### config.mk
export PLATFORM = sky130hd
export DESIGN_NAME = fifo_double_line_buffer
export DESIGN_NICKNAME = d
export VERILOG_FILES = /design/src/rtl/fifo_double_line_buffer.sv
export SDC_FILE = /design/constraint.sdc
export NUM_CORES = 1
export LEC_CHECK = 0
export BUFFER_PORTS_ARGS = -buffer_cell sky130_fd_sc_hd__buf_2
export CELL_PAD_IN_SITES_DETAIL_PLACEMENT = 1
export CELL_PAD_IN_SITES_GLOBAL_PLACEMENT = 1
export CORE_MARGIN = 4
export CORE_UTILIZATION = 40
export CTS_CLUSTER_SIZE = 10
export DETAILED_ROUTE_END_ITERATION = 16
export HOLD_SLACK_MARGIN = 0.03
export PLACE_DENSITY_LB_ADDON = 0.1
export SLEW_MARGIN = 20
export SYNTH_ARGS = -nofsm -noshare
export SYNTH_HDL_FRONTEND = slang
export SYNTH_SLANG_ARGS = --single-unit
### constraint.sdc
create_clock -name clk -period 4.5 [get_ports clk]
set_input_delay 0 -clock clk [delete_from_list [all_inputs] [get_ports clk]]
set_output_delay 0 -clock clk [all_outputs]
set_load 0.02 [all_outputs]
### src/rtl/fifo_double_line_buffer.sv
// Two-line pixel buffer feeding a 3x3 window stage.
// Each accepted pixel produces a vertical column: the pixel itself plus the
// pixels one and two image lines above it. Two cascaded circular line RAMs
// share one wrap-around index. A saturating write counter gates the column
// outputs until the lines behind the current pixel hold real data.
module fifo_double_line_buffer #(
   parameter int DATA_WIDTH = 8,
   parameter int LINE_WIDTH = 5
) (
   input  logic                  clk,
   input  logic                  rst,
   input  logic                  we_i,
   input  logic [DATA_WIDTH-1:0] data_i,
   output logic [DATA_WIDTH-1:0] data0_o,
   output logic [DATA_WIDTH-1:0] data1_o,
   output logic [DATA_WIDTH-1:0] data2_o,
   output logic                  done_o
);

   localparam int IDX_W = (LINE_WIDTH > 1) ? $clog2(LINE_WIDTH) : 1;
   localparam int CNT_W = $clog2(2 * LINE_WIDTH + 1);

   localparam logic [IDX_W-1:0] IDX_LAST      = IDX_W'(LINE_WIDTH - 1);
   localparam logic [CNT_W-1:0] CNT_ONE_LINE  = CNT_W'(LINE_WIDTH);
   localparam logic [CNT_W-1:0] CNT_TWO_LINES = CNT_W'(2 * LINE_WIDTH);

   logic [DATA_WIDTH-1:0] line1_mem [LINE_WIDTH];
   logic [DATA_WIDTH-1:0] line2_mem [LINE_WIDTH];

   logic [IDX_W-1:0]      idx;
   logic [CNT_W-1:0]      cnt;
   logic [DATA_WIDTH-1:0] line1_old;
   logic [DATA_WIDTH-1:0] line2_old;
   logic                  line1_full;
   logic                  line2_full;

   // Oldest entry of each line sits in the slot about to be overwritten.
   assign line1_old  = line1_mem[idx];
   assign line2_old  = line2_mem[idx];
   // Line contents count as real pixels only once enough writes have passed.
   assign line1_full = (cnt >= CNT_ONE_LINE);
   assign line2_full = (cnt >= CNT_TWO_LINES);

   // Column outputs, done strobe, shared index and saturating write counter.
   // NOTE: sequential state uses non-blocking assignments so every register
   // samples pre-edge values, letting the read-then-overwrite of a slot and
   // the index advance all happen in the same cycle without ordering hazards.
   always_ff @(posedge clk or posedge rst) begin
      if (rst) begin
         data0_o <= '0;
         data1_o <= '0;
         data2_o <= '0;
         done_o  <= 1'b0;
         idx     <= '0;
         cnt     <= '0;
      end else if (we_i) begin
         data0_o <= data_i;
         data1_o <= line1_full ? line1_old : '0;
         data2_o <= line2_full ? line2_old : '0;
         done_o  <= line2_full;
         idx     <= (idx == IDX_LAST) ? '0 : idx + 1'b1;
         if (!line2_full) begin
            cnt <= cnt + 1'b1;
         end
      end else begin
         done_o <= 1'b0;
      end
   end

   // Line RAM update: line1 takes the new pixel, its displaced entry moves
   // into line2, and line2's displaced entry falls off the end.
   // NOTE: the line RAMs are deliberately left out of reset; stale contents
   // never reach the outputs because the write counter gates them, and an
   // unreset array maps onto plain RAM instead of a bank of reset flops.
   always_ff @(posedge clk) begin
      if (we_i) begin
         line1_mem[idx] <= data_i;
         line2_mem[idx] <= line1_old;
      end
   end

endmodule

**Word level (Yosys, flattened, before mapping)**

Memories as Yosys holds them, arrays and structs flattened.
Index checks and enable logic that the tools add are counted.

- Register bits: 32
- Memory bits (read-only): 0
- Logic and storage cells: 21
- Output and inout bits: 25
- Bits of input ports: 11
- Bits in writable memories: 80
- Bits in latches: 0
- Memories kept: 2

Memory list:

| name | depth | width | rd ports | clocked after Yosys merged registers in | wr ports | RTL line | source |
|---|---|---|---|---|---|---|---|
| line1_mem | 5 | 8 | 1 | 0 | 1 | 27 | `logic [DATA_WIDTH-1:0] line1_mem [LINE_WIDTH];` |
| line2_mem | 5 | 8 | 1 | 0 | 1 | 28 | `logic [DATA_WIDTH-1:0] line2_mem [LINE_WIDTH];` |

- Shift-type cells: 0
- Reductions and logical operators: 1
- Equality and inequality tests: 1
- Muxes and demuxes: 6
- Divide/modulo/power cells: 0
- $add $sub $neg: 2
- Order comparisons: 2
- Multiply operators: 0
- Bitwise gates (word level): 1

Operator list:

| operator | number |
|---|---|
| 8-bit two-way mux | 2 |
| 4-bit by 1-bit adder with 4-bit output (second input constant) | 1 |
| 4-bit by 3-bit greater-or-equal comparator with 1-bit output (second input constant) | 1 |
| 4-bit greater-or-equal comparator (second input constant) | 1 |
| 3-bit by 1-bit adder with 3-bit output (second input constant) | 1 |
| 3-bit equality test (second input constant) | 1 |
| 1-bit two-way mux | 3 |
| 3-bit two-way mux | 1 |
| 2-bit AND reduction | 1 |
| 1-bit inverter | 1 |

**Logic depth before layout (Yosys ltp)**

Gate-level depths: netlist (run 1).

- Depth in word-level cells: 3
- Mapped depth: 7
- Depth with buffers taken out: 5

**Worst setup path before layout (run 1)**

No wires, ideal clock.

- Kind: reg2reg
- From: register idx[0]
- To: memory line1_mem[4][0], enable pin
- Library setup time: 409 ps
- Data required time: 4091 ps
- Data arrival time: 2029 ps
- Clock period less this slack: 2438 ps
- Stages on the path, launching flop included: 6
- Path buffers: 2
- Path slack: 2062 ps
- Cells stage by stage: dfrtp_1 -> buf_6 -> buf_2 -> inv_1 -> nand2_1 -> nor3_1

RTL lines:

| what | RTL line | source |
|---|---|---|
| start, declared | 30 | `logic [IDX_W-1:0] idx;` |
| start signal, assigned | 61 | `idx <= (idx == IDX_LAST) ? '0 : idx + 1'b1;` |
| end, declared | 27 |  |

No word-level cell before the write port.

**Worst setup path after layout (run 1)**

- From: register idx[0]
- To: memory line2_mem[2][4] (data pin)

- Longest elaborated chain between the ends: 1

Ends and longest elaborated chain:

| what | RTL line | source |
|---|---|---|
| memory read 5 x 8 bit | n/a |  |
| via line1_old[4] | 32 | `logic [DATA_WIDTH-1:0] line1_old;` |
| end, declared | 28 |  |

The timed path passes the listed nets, and every way through them passes these cells.

==> impl_metrics.env, run 1 <==
export IMPL_antenna_left=0
export IMPL_yosys_area_top_type="edfxtp_1"
export IMPL_grtUsageTotal_pct=16.1
export IMPL_final_setup_viol_count=0
export IMPL_finalHoldViolCount=0
export IMPL_max_cap_viol_count=0
export IMPL_synthesis_nets=288
export IMPL_final_cell_mix="80 x edfxtp_1, 35 x buf_2, 32 x dfrtp_1"
export IMPL_clk_path_buf_depth=2
export IMPL_diodes=0
export IMPL_swShare_pct=33.9
export IMPL_final_common_cell="edfxtp_1"
export IMPL_overflow=0
export IMPL_initial_core_util_pct=41.1
export IMPL_worstRegToRegCells=4
export IMPL_fillers=1067
export IMPL_pwr_share_comb_pct=30.6
export IMPL_clk_pin_slew_worst_paths_ns=0.07
export IMPL_fin_crit_sh_pct=53.6
export IMPL_p_seq_share_pct=47.2
export IMPL_hpwl_um=6220
export IMPL_antenna_found_initial=0
export IMPL_io_buffers=35
export IMPL_coreArea_um2=10900
export IMPL_cts_buffers=9
export IMPL_syn2layout_area_growth_pct=15.5
export IMPL_drc=0
export IMPL_drt_total_wl_um=9640
export IMPL_critPathKind="flop to flop"
export IMPL_synth_top_area_share_pct=53.5
export IMPL_grt_pass1_vias=2608
export IMPL_clk_latency_ns=0.35
export IMPL_ioPinCount=36
export IMPL_worstPathMaxFanout=19
export IMPL_whs_path_depth=3
export IMPL_syn_instance_count=271
export IMPL_first_iter_violations=114
export IMPL_drive_above_1_share_pct=30.5
export IMPL_postCtsHoldBufs=9
export IMPL_viasPerCell=5.12
export IMPL_critPathBufInv=2
export IMPL_rsz0062_at_grt="no"
export IMPL_worstMarginPinSlew_ns=0.814
export IMPL_r2r_slack_ns=2.09
export IMPL_cts_tree="done"
export IMPL_regArea_um2=3200
export IMPL_cpMaxStageDelayCell="dfrtp_1"
export IMPL_slowest_delay_ns=0.87
export IMPL_postCtsSetupBuffers=0
export IMPL_skew_ns=0.00965
export IMPL_cts_htree_levels=3
export IMPL_layout_min_cycle_time_ns=2.41
export IMPL_cts_root_buffer="clkbuf_16"
export IMPL_p_int_mw=2.22
export IMPL_required_ns=4.58
export IMPL_die_h_um=114
export IMPL_globalplace_congestion=0.715
export IMPL_drv_slew=0
export IMPL_clock_sinks=112
export IMPL_wl_per_cell_um=20.7
export IMPL_yosys_warnings=0
export IMPL_p_switching_mw=1.14
export IMPL_clockPowerShare_pct=22.1
export IMPL_fmax_mhz=415
export IMPL_die_area_um2=13000
export IMPL_min_path_type="input port to flop"
export IMPL_path_cells="buf_4, mux2_2, a221oi_2, inv_1"
export IMPL_route_vias_total=2383
export IMPL_maxSlewHeadroom_pct=45.5
export IMPL_avgSynthCellArea_um2=16.6
export IMPL_multi_input_area_um2=1150
export IMPL_ir_drop_mv=0.337
export IMPL_dp_cells=440
export IMPL_outcome="finished, final reports clean"
export IMPL_die_w_um=114
export IMPL_ys_seq_area_share_pct=71.3
export IMPL_cts_repair_resize_count=0
export IMPL_rows=38
export IMPL_synthDistinctLibCells=35
export IMPL_cp_end_kind="flop"
export IMPL_grt_pass1_wl_um=15200
export IMPL_layout_nets=337
export IMPL_start_kind="flop"
export IMPL_grt_max_degree=33
export IMPL_arrival_ns=2.49
export IMPL_powerDensity_nw_per_um2=649
export IMPL_synth_seq_cells=112
export IMPL_fin_setup_tns_ns=0
export IMPL_crit_family="flip-flops"
export IMPL_final_util_pct=47.4
export IMPL_synthTopCellsByArea="edfxtp_1 53%, dfrtp_1 18%, mux2_2 5.8%"
export IMPL_final_cells=465
export IMPL_firstDrtPassIters=4
export IMPL_power_leakage_nw=1.97
export IMPL_synthesis_area_um2=4490
export IMPL_cp_num_cells=4
-- cell usage after synthesis --
| master | number |
|---|---|
| edfxtp_1 | 80 |
| dfrtp_1 | 32 |
| mux2_2 | 23 |
| o2bb2ai_1 | 15 |
| inv_1 | 13 |
| o21ai_0 | 13 |
| nand2_1 | 9 |
| a221oi_2 | 8 |
| and2_1 | 8 |
| mux2_4 | 8 |
| mux2_1 | 7 |
| o22ai_1 | 7 |
| clkbuf_1 | 6 |
| ha_1 | 6 |
| nor2_1 | 5 |
| buf_2 | 4 |
| nand3_1 | 4 |
| o21ai_1 | 4 |
| buf_6 | 2 |
| mux2i_1 | 2 |
| a21o_1 | 1 |
| a22o_1 | 1 |
| a41o_1 | 1 |
| buf_12 | 1 |
| clkinv_1 | 1 |
| inv_2 | 1 |
| nand2b_1 | 1 |
| nor2_2 | 1 |
| nor2b_1 | 1 |
| nor3_1 | 1 |
| o221ai_1 | 1 |
| o311a_1 | 1 |
| o31ai_1 | 1 |
| or2_1 | 1 |
| xnor2_1 | 1 |
-- per-stage QoR --
stage	power (mW)	area (um^2)	setup slack, ns	hold slack [ns]
2_1_floorplan	2.31	4490	2.06	0.0989
3_3_place_gp	2.63	4810	2.10	0.129
3_5_place_dp	2.65	4820	2.04	0.137
4_1_cts	3.42	5190	2.02	0.142
5_1_grt	3.58	5190	1.93	0.189
6_report	3.36	5190	2.09	0.148
-- metal layers --
| layer | vias up | share of wire (%) | global-route usage, % |
|---|---|---|---|
| li1 | 1121 | - | - |
| met1 | 1217 | 47 | 21.0 |
| met2 | 38 | 49 | 26.8 |
| met3 | 7 | 3.3 | 4.56 |
| met4 | 0 | 0.88 | 3.56 |
| met5 | - | 0 | 0 |
-- kinds of logic after synthesis --
logic type      after synthesis  synth area share [%]
simple gates                 31                  3.40
mux                          40                  10.6
xor+xnor                      1                 0.195
compound gates               53                  9.64
fa+ha+maj                     6                  1.67
buf+inv                      28                  3.15
flops                       112                  71.3
-- final timing paths --
kind | end | from
max in group asynchronous | data2_o[6] | rst
min | idx[2] | we_i
min reg2reg | data2_o[5] | data2_o[5]
max reg2reg | line2_mem[2][4] | idx[0]
min in group asynchronous | data0_o[7] | rst
max | line2_mem[2][4] | idx[0]
-- registers in the layout, summed over array words and instances, names as in the netlist --
name	flops
line1_mem	40
line2_mem	40
data0_o	8
data1_o	8
data2_o	8
cnt	4
idx	3
done_o	1
-- power groups by stage --
stage          Combinational (mW)  Clock (mW)  Sequential (mW)
2_1_floorplan               0.667           0             1.64
3_3_place_gp                 1.02           0             1.61
3_5_place_dp                 1.04           0             1.62
4_1_cts                      1.05       0.774             1.60
5_1_grt                      1.15       0.812             1.62
6_report                     1.03       0.744             1.59
-- layout make-up --
type	count	share of cell area (%)
flip-flops and latches	112	61.8
well taps	140	3.38
repair buffers	51	6.13
multi-input cells	131	22.3
clock buffers	13	5.02
inverters	15	1.09
clock inverters	3	0.362
-- worst register-to-register path, delay by kind of cell (launching register included) --
kind / cells / cell delay (ns)
AO/OA/AOI/OAI: 1 / 0.31
buffers and inverters: 2 / 0.57
flip-flops: 1 / 0.87
multiplexers: 1 / 0.39
Note: power is estimated with default switching activity, not from simulation.
==> run 2: changes to the inputs <==
==> constraint.sdc (replaced) <==
create_clock -name clk -period 2.32 [get_ports clk]
set_input_delay 0 -clock clk [delete_from_list [all_inputs] [get_ports clk]]
set_output_delay 0 -clock clk [all_outputs]
set_load 0.02 [all_outputs]
==> run 2 against run 1 <==
Compared with the run above:
- sequential power up 91%
- wire length up 1.7%
- cell count up 2.4%
- sequential share of layout area down 0.95 points
- count of clock-buffer cells in the layout down 3
- highest routed layer unchanged
==> impl_metrics.env, run 2 (synthesized netlist as in run 1, its figures left out) <==
export IMPL_die_w_um=114
export IMPL_fmax_mhz=544
export IMPL_cts_buffers=9
export IMPL_p_seq_share_pct=45.8
export IMPL_rsz0062_at_grt="no"
export IMPL_grt_pass1_wl_um=15700
export IMPL_final_setup_viol_count=0
export IMPL_grtUsageTotal_pct=16.3
export IMPL_worstMarginPinSlew_ns=0.910
export IMPL_p_switching_mw=2.25
export IMPL_cts_htree_levels=3
export IMPL_drc=0
export IMPL_clk_latency_ns=0.34
export IMPL_pwr_share_comb_pct=32.1
export IMPL_skew_ns=0.00692
export IMPL_fin_setup_tns_ns=0
export IMPL_clockPowerShare_pct=22.0
export IMPL_swShare_pct=34.1
export IMPL_antenna_found_initial=0
export IMPL_p_int_mw=4.35
export IMPL_grt_max_degree=33
export IMPL_overflow=0
export IMPL_rows=38
export IMPL_layout_nets=348
export IMPL_route_vias_total=2431
export IMPL_io_buffers=35
export IMPL_final_cell_mix="80 x edfxtp_1, 35 x buf_2, 32 x dfrtp_1"
export IMPL_outcome="finished, final reports clean"
export IMPL_drive_above_1_share_pct=33.0
export IMPL_cpMaxStageDelayCell="mux2_2"
export IMPL_fin_crit_sh_pct=79.2
export IMPL_slowest_delay_ns=0.39
export IMPL_cts_tree="done"
export IMPL_max_cap_viol_count=0
export IMPL_arrival_ns=1.91
export IMPL_cts_root_buffer="clkbuf_16"
export IMPL_die_h_um=114
export IMPL_fin_total_pwr_mw=6.60
export IMPL_clk_path_buf_depth=2
export IMPL_finalHoldViolCount=0
export IMPL_worstPathMaxFanout=22
export IMPL_critPathKind="flop to flop"
export IMPL_maxSlewHeadroom_pct=39.2
export IMPL_required_ns=2.39
export IMPL_antenna_left=0
export IMPL_die_area_um2=13000
export IMPL_final_common_cell="edfxtp_1"
export IMPL_cp_end_kind="flop"
export IMPL_drt_total_wl_um=9810
export IMPL_powerDensity_nw_per_um2=1250
export IMPL_diodes=0
export IMPL_first_iter_violations=102
export IMPL_coreArea_um2=10900
export IMPL_clk_pin_slew_worst_paths_ns=0.07
export IMPL_globalplace_congestion=0.718
export IMPL_drv_slew=0
export IMPL_fillers=1096
export IMPL_min_path_type="input port to flop"
export IMPL_start_kind="flop"
export IMPL_hpwl_um=6440
export IMPL_path_cells="buf_4, mux2_2, a221oi_2, inv_1"
export IMPL_initial_core_util_pct=41.1
export IMPL_layout_min_cycle_time_ns=1.84
export IMPL_power_leakage_nw=2.03
export IMPL_viasPerCell=5.11
export IMPL_ir_drop_mv=0.573
export IMPL_syn2layout_area_growth_pct=17.3
export IMPL_ioPinCount=36
export IMPL_clock_sinks=112
export IMPL_firstDrtPassIters=4
export IMPL_grt_pass1_vias=2660
export IMPL_reg_top3="line1_mem x40, line2_mem x40"
export IMPL_whs_ns=0.0465
export IMPL_wl_per_cell_um=20.6
-- run 2: final timing paths --
kind / slack (ns) / from / endpoint / cells past startpoint
setup / recovery: 0.48 / idx[0] / line2_mem[0][5] / 4
hold / removal: 0.05 / we_i / cnt[1] / 3
setup reg to reg: 0.48 / idx[0] / line2_mem[0][5] / 4
hold reg to reg: 0.49 / data2_o[1] / data2_o[1] / 1
max in group asynchronous: 1.67 / rst / data1_o[1] / 4
min in group asynchronous: 0.32 / rst / cnt[3] / 4
-- run 2: routing by layer --
| layer | vias up | part of all wire [%] | GRT usage, % |
|---|---|---|---|
| li1 | 1147 | - | - |
| met1 | 1241 | 49 | 22.7 |
| met2 | 34 | 48 | 26.2 |
| met3 | 9 | 2.3 | 3.29 |
| met4 | 0 | 1.2 | 4.51 |
| met5 | - | 0 | 0 |
-- run 2: layout make-up --
type	count	area, um^2	area share (%)
Clock buffer	10	239	4.54
Inverter	15	56.3	1.07
Multi-Input combinational cell	131	1150	21.9
Tap cell	140	175	3.33
Clock inverter	6	41.3	0.784
Timing Repair Buffer	62	400	7.60
Sequential cell	112	3200	60.8
-- run 2: power groups by stage --
stage | combinational (mW) | sequential [mW] | clock, mW
2_1_floorplan | 1.30 | 3.18 | 0
3_3_place_gp | 2.08 | 3.06 | 0
3_5_place_dp | 2.14 | 3.07 | 0
4_1_cts | 2.16 | 3.03 | 1.51
5_1_grt | 2.33 | 3.08 | 1.59
6_report | 2.12 | 3.03 | 1.45
-- run 2: what timing repair did --
item,CTS,global route
hold buffers,9,0
endpoints found under the hold margin,80,0
setup buffers,0,0
resized for setup,0,0
-- run 2: critical path, delay by kind of cell, from the launching register on --
kind / cells / cell delay (ns)
buffers and inverters: 2 / 0.50
multiplexers: 1 / 0.39
flip-flops: 1 / 0.35
AO/OA/AOI/OAI: 1 / 0.32
-- run 2: through the flow --
step	setup slack, ns	area [um^2]	utilization [%]	cells
global route	0.376	5270	48.2	476
CTS	0.472	5270	48.2	476
floorplan	0.321	4500	-	271
detailed placement	0.485	4900	44.8	451
finish	0.482	5270	48.2	476
global placement	0.493	4900	44.8	451
